<file path="src/rtl/ddr_port_arbiter.sv">
`default_nettype none
// ============================================================================
// Module      : ddr_port_arbiter
// Description : Two-requester ownership arbiter in front of a single DDR
//               master port. Option macro: DDR_ARB_ROUND_ROBIN_EN.
// Revision    : 1.0 - initial release
// ============================================================================
module ddr_port_arbiter #(
  parameter int ADDR_W  = 32,
  parameter int DATA_W  = 64,
  parameter int BURST_W = 8
) (
  input  logic                clk,
  input  logic                reset,
  input  logic                p0_acquire,
  input  logic                p0_read,
  input  logic                p0_write,
  input  logic [ADDR_W-1:0]   p0_addr,
  input  logic [DATA_W-1:0]   p0_wdata,
  input  logic [DATA_W/8-1:0] p0_byteenable,
  input  logic [BURST_W-1:0]  p0_burstcnt,
  output logic                p0_busy,
  output logic [DATA_W-1:0]   p0_rdata,
  output logic                p0_rdata_ready,
  input  logic                p1_acquire,
  input  logic                p1_read,
  input  logic                p1_write,
  input  logic [ADDR_W-1:0]   p1_addr,
  input  logic [DATA_W-1:0]   p1_wdata,
  input  logic [DATA_W/8-1:0] p1_byteenable,
  input  logic [BURST_W-1:0]  p1_burstcnt,
  output logic                p1_busy,
  output logic [DATA_W-1:0]   p1_rdata,
  output logic                p1_rdata_ready,
  output logic                mem_read,
  output logic                mem_write,
  output logic [ADDR_W-1:0]   mem_addr,
  output logic [DATA_W-1:0]   mem_wdata,
  output logic [DATA_W/8-1:0] mem_byteenable,
  output logic [BURST_W-1:0]  mem_burstcnt,
  input  logic                mem_busy,
  input  logic [DATA_W-1:0]   mem_rdata,
  input  logic                mem_rdata_ready
);

  typedef enum logic [1:0] {
    IDLE = 2'd0,
    OWN0 = 2'd1,
    OWN1 = 2'd2
  } state_t;

  localparam logic [BURST_W:0]   PEND_ONE = {{BURST_W{1'b0}}, 1'b1};
  localparam logic [BURST_W-1:0] WR_ONE   = {{(BURST_W-1){1'b0}}, 1'b1};

  state_t             state;
  state_t             state_nxt;
  logic [BURST_W:0]   rd_pend;
  logic [BURST_W-1:0] wr_left;
  logic               err_flag;
  logic               p0_req;
  logic               p1_req;
  logic               owner_req;
  logic               prio0;
  logic               rd_acc;
  logic               wr_acc;
  logic               beat;

  assign p0_req   = p0_acquire | p0_read | p0_write;
  assign p1_req   = p1_acquire | p1_read | p1_write;
  assign rd_acc   = mem_read & ~mem_busy;
  assign wr_acc   = mem_write & ~mem_busy;
  // Beats arriving with nothing outstanding are not handed to anyone.
  assign beat     = mem_rdata_ready & (state != IDLE) & (rd_pend != '0);
  assign p0_rdata = mem_rdata;
  assign p1_rdata = mem_rdata;

`ifdef DDR_ARB_ROUND_ROBIN_EN
  logic last_grant;

  assign prio0 = last_grant;

  always_ff @(posedge clk or posedge reset) begin
    if (reset) begin
      last_grant <= 1'b1;
    end else if (state == IDLE && state_nxt != IDLE) begin
      last_grant <= (state_nxt == OWN1);
    end
  end
`else
  assign prio0 = 1'b1;
`endif

  always_comb begin
    state_nxt      = state;
    mem_read       = 1'b0;
    mem_write      = 1'b0;
    mem_addr       = '0;
    mem_wdata      = '0;
    mem_byteenable = '1;
    mem_burstcnt   = '0;
    p0_busy        = 1'b1;
    p1_busy        = 1'b1;
    p0_rdata_ready = 1'b0;
    p1_rdata_ready = 1'b0;
    owner_req      = 1'b0;
    case (state)
      IDLE: begin
        if (p0_req && (!p1_req || prio0)) begin
          state_nxt = OWN0;
        end else if (p1_req) begin
          state_nxt = OWN1;
        end
      end
      OWN0: begin
        mem_read       = p0_read;
        mem_write      = p0_write;
        mem_addr       = p0_addr;
        mem_wdata      = p0_wdata;
        mem_byteenable = p0_byteenable;
        mem_burstcnt   = p0_burstcnt;
        p0_busy        = mem_busy;
        p0_rdata_ready = beat;
        owner_req      = p0_req;
      end
      OWN1: begin
        mem_read       = p1_read;
        mem_write      = p1_write;
        mem_addr       = p1_addr;
        mem_wdata      = p1_wdata;
        mem_byteenable = p1_byteenable;
        mem_burstcnt   = p1_burstcnt;
        p1_busy        = mem_busy;
        p1_rdata_ready = beat;
        owner_req      = p1_req;
      end
      default: state_nxt = IDLE;
    endcase
    // Ownership is held until the owner lets go and every burst has drained.
    if (state != IDLE && !owner_req && rd_pend == '0 && wr_left == '0) begin
      state_nxt = IDLE;
    end
  end

  always_ff @(posedge clk or posedge reset) begin
    if (reset) begin
      state    <= IDLE;
      rd_pend  <= '0;
      wr_left  <= '0;
      err_flag <= 1'b0;
    end else begin
      state <= state_nxt;
      case ({rd_acc, beat})
        2'b10:   rd_pend <= rd_pend + {1'b0, mem_burstcnt};
        2'b11:   rd_pend <= rd_pend + {1'b0, mem_burstcnt} - PEND_ONE;
        2'b01:   rd_pend <= rd_pend - PEND_ONE;
        default: rd_pend <= rd_pend;
      endcase
      if (wr_acc) begin
        wr_left <= (wr_left == '0) ? (mem_burstcnt - WR_ONE) : (wr_left - WR_ONE);
      end
      if (mem_rdata_ready && !beat) begin
        err_flag <= 1'b1;
      end
    end
  end

  assert property (@(posedge clk) disable iff (reset) !err_flag);

endmodule
`default_nettype wire

</file>
<file path="config.mk">
export PLATFORM = sky130hd
export DESIGN_NAME = ddr_port_arbiter
export DESIGN_NICKNAME = d
export VERILOG_FILES = /design/src/rtl/ddr_port_arbiter.sv
export SDC_FILE = /design/constraint.sdc
export NUM_CORES = 1
export LEC_CHECK = 0
export ABC_AREA = 1
export BUFFER_PORTS_ARGS = -buffer_cell sky130_fd_sc_hd__buf_2
export CORE_AREA = 2 2 211 213
export CTS_CLUSTER_DIAMETER = 200
export CTS_CLUSTER_SIZE = 12
export DETAILED_ROUTE_END_ITERATION = 16
export DIE_AREA = 0 0 213 215
export PLACE_DENSITY_LB_ADDON = 0.12
export SKIP_CTS_REPAIR_TIMING = 1
export SKIP_LAST_GASP = 1
export SYNTH_ARGS = -nofsm -noshare
export SYNTH_HDL_FRONTEND = slang
export SYNTH_SLANG_ARGS = --single-unit
</file>
<file path="constraint.sdc">
create_clock -name clk -period 5.7 [get_ports clk]
set_clock_uncertainty 0.2 [all_clocks]
set_input_delay 0.57 -clock clk [delete_from_list [all_inputs] [get_ports clk]]
set_output_delay 0.57 -clock clk [all_outputs]
set_load 0.05 [all_outputs]
</file>
==> run metrics <==
status=complete, no violations; Combinational Power Share=0.884; non-filler cells, final=1603; core box area=0.04364 sq mm; Internal=1053 uW; P_leak=0.003133 uW; Hold Path Class=flop to flop; clk root buf=clkbuf_16; Initial DRC Count=243; Peak VDD IR=0.0001482 V; clock slew at reported path FFs=0.06 ns; Seq pwr share=0.073; count of input and output buffers=351; Starting Density=0.1056; initial antenna violation count=2; first-pass GRT wire length=37910 microns; Period minus WS final=3.836 ns; RSZ-0062 raised after global routing=false; DR vias=5665; synthesis-stage register bit count=19; iteration count of the initial detailed-routing pass=4; DR WL/cell=17.12 microns; startpoint types=flop; largest net degree at the start of global routing=70; WP data required=4.93 ns; Residual DRC=0; Total GRT Usage=0.1126; NetSw=2541 uW; final count of hold timing violations=0; worst-skew pair later-pin latency=0.26 ns; switch share=0.7070; die area=0.04580 sq mm; library cells used by synthesis=39; H-Tree Depth=1; PD cells=586.6 mW/mm^2; Nets=1323; Post-Syn Area=0.004609 sq mm; Post-Syn Area per Cell=5.642 sq um; Max Cap Violations=0; Placed Cells=1598; Routed WL=27440 microns; crit path DAT=3.07 ns; grt ovf=0; clock buffer depth=2; Synth Net Count=1129; antenna-violating nets left=0; cell area after layout=0.006127 sq mm; chip width=213 microns; top_reg_cell synth=dfrtp_1; clk sinks=19; critical path type=flop to output port; Synth Warn #=0; placer congestion estimate=0.7750; I/O pin total=544; Fill cells=5244; Worst setup EP type=output port; fin crit share=0.6730; layout cell share with drive strength beyond 1=0.3960; Post-synth EDFFs=0; DP Wirelength=23310 microns; register area share after synthesis=0.1031; CTS tree=built; Final Setup Violations=0; Post-Syn Instances=817; Area Growth Syn to Fin=32.93%; clock buffer count from CTS=3; Tightest Pin Transition=0.9847 ns; Setup TNS Final=0 ns; FMAX=260.7 MHz; worst-path maximum fanout=51; power share of the clock group=0.043; row cnt=77; Post-DP Area=0.006045 sq mm; Post-synth ARST share=1.000; Slew Limit Fails=0; slew margin rel.=0.3428; number of global-route vias before repair=5633; Die Y=215 microns; via-per-instance ratio=3.534
==> cell families after synthesis <==
| group | after synthesis | synth area share |
|---|---|---|
| and+or+nand+nor | 403 | 0.3719 |
| adders and majority gates | 14 | 0.03963 |
| buffers and inverters | 226 | 0.2953 |
| DFF | 19 | 0.1031 |
| xor gates and xnor gates | 7 | 0.01330 |
| AOI/OAI and AO/OA | 148 | 0.1767 |
==> power groups by stage <==
stage	sequential, uW	clock (uW)	combinational (uW)
floorplan	235	0	2630
global placement	269	0	3260
detailed placement	265	0	3220
CTS	263	166	3230
global route	273	169	3470
finish	262	156	3180
==> stage by stage <==
stage	hold WS [ns]	util	setup slack [ns]	power [uW]
finish	0.3117	0.1404	1.864	3594
global route	0.3680	0.1403	1.571	3907
CTS	0.3118	0.1403	1.811	3660
detailed placement	0.2959	0.1385	1.912	3486
global placement	0.3107	0.1385	1.960	3527
floorplan	0.2719	-	2.007	2865
==> cells in the mapped netlist (all sizes together) (8+ instances only) <==
cell type / number / area [sq um]
o21ai: 17 / 96.35
nand4: 8 / 50.05
clkbuf: 9 / 33.78
ha: 13 / 162.7
dfrtp: 19 / 475.5
buf: 158 / 1106
a21oi: 115 / 579.3
inv: 59 / 221.5
nand2: 328 / 1284
a221o: 8 / 80.08
nand3: 29 / 180.2
nor2: 32 / 162.7
==> placed cells by master, fill, tap and decap left out, drive strengths merged, types with 8 or more instances in the layout <==
| master | count |
|---|---|
| buf | 356 |
| nand4 | 8 |
| o21ai | 17 |
| a21oi | 115 |
| nand3 | 29 |
| nand2 | 328 |
| ha | 13 |
| nor2 | 32 |
| a221o | 8 |
| inv | 59 |
| dfrtp | 19 |
==> final cells by class <==
class	instances	area, sq um	share of cell area
Sequential cell	19	475.5	0.07760
Timing Repair Buffer	356	1807	0.2949
Tap cell	592	740.7	0.1209
Multi-Input combinational cell	572	2798	0.4566
Clock buffer	3	75.07	0.01225
Antenna cell	1	2.502	0.0004084
Inverter	59	224.0	0.03655
Clock inverter	1	5.005	0.0008168
==> path summary, 6_finish.rpt <==
kind	from	end	slack, ns	depth (start not counted)
max	state[0]	mem_wdata[29]	1.86	7
min	wr_left[0]	wr_left[0]	0.31	2
max reg2reg	state[1]	rd_pend[6]	1.92	20
min reg2reg	wr_left[0]	wr_left[0]	0.31	2
max in group asynchronous	reset	rd_pend[0]	4.37	2
min in group asynchronous	reset	rd_pend[4]	0.33	2
==> state kept, by name (all words and copies together) (netlist names) <==
signal and count:
wr_left 8, rd_pend 9, state 2
==> worst max-delay path, stage by stage, from the launching register on <==
cell	delay (ns)
dfrtp_1	0.39
inv_1	0.11
ha_1	0.38
inv_4	0.29
buf_4	0.48
buf_4	0.58
a21oi_1	0.24
buf_2	0.28
==> metal layers <==
metal,vias to the layer above,wire [microns],GRT usage
met2,287,13210,0.1978
met1,2509,11570,0.1410
li1,2848,-,-
met4,0,361,0.01818
met5,-,0,0.006466
met3,21,2293,0.02455
No activity file was read; power rests on OpenSTA's default activity.
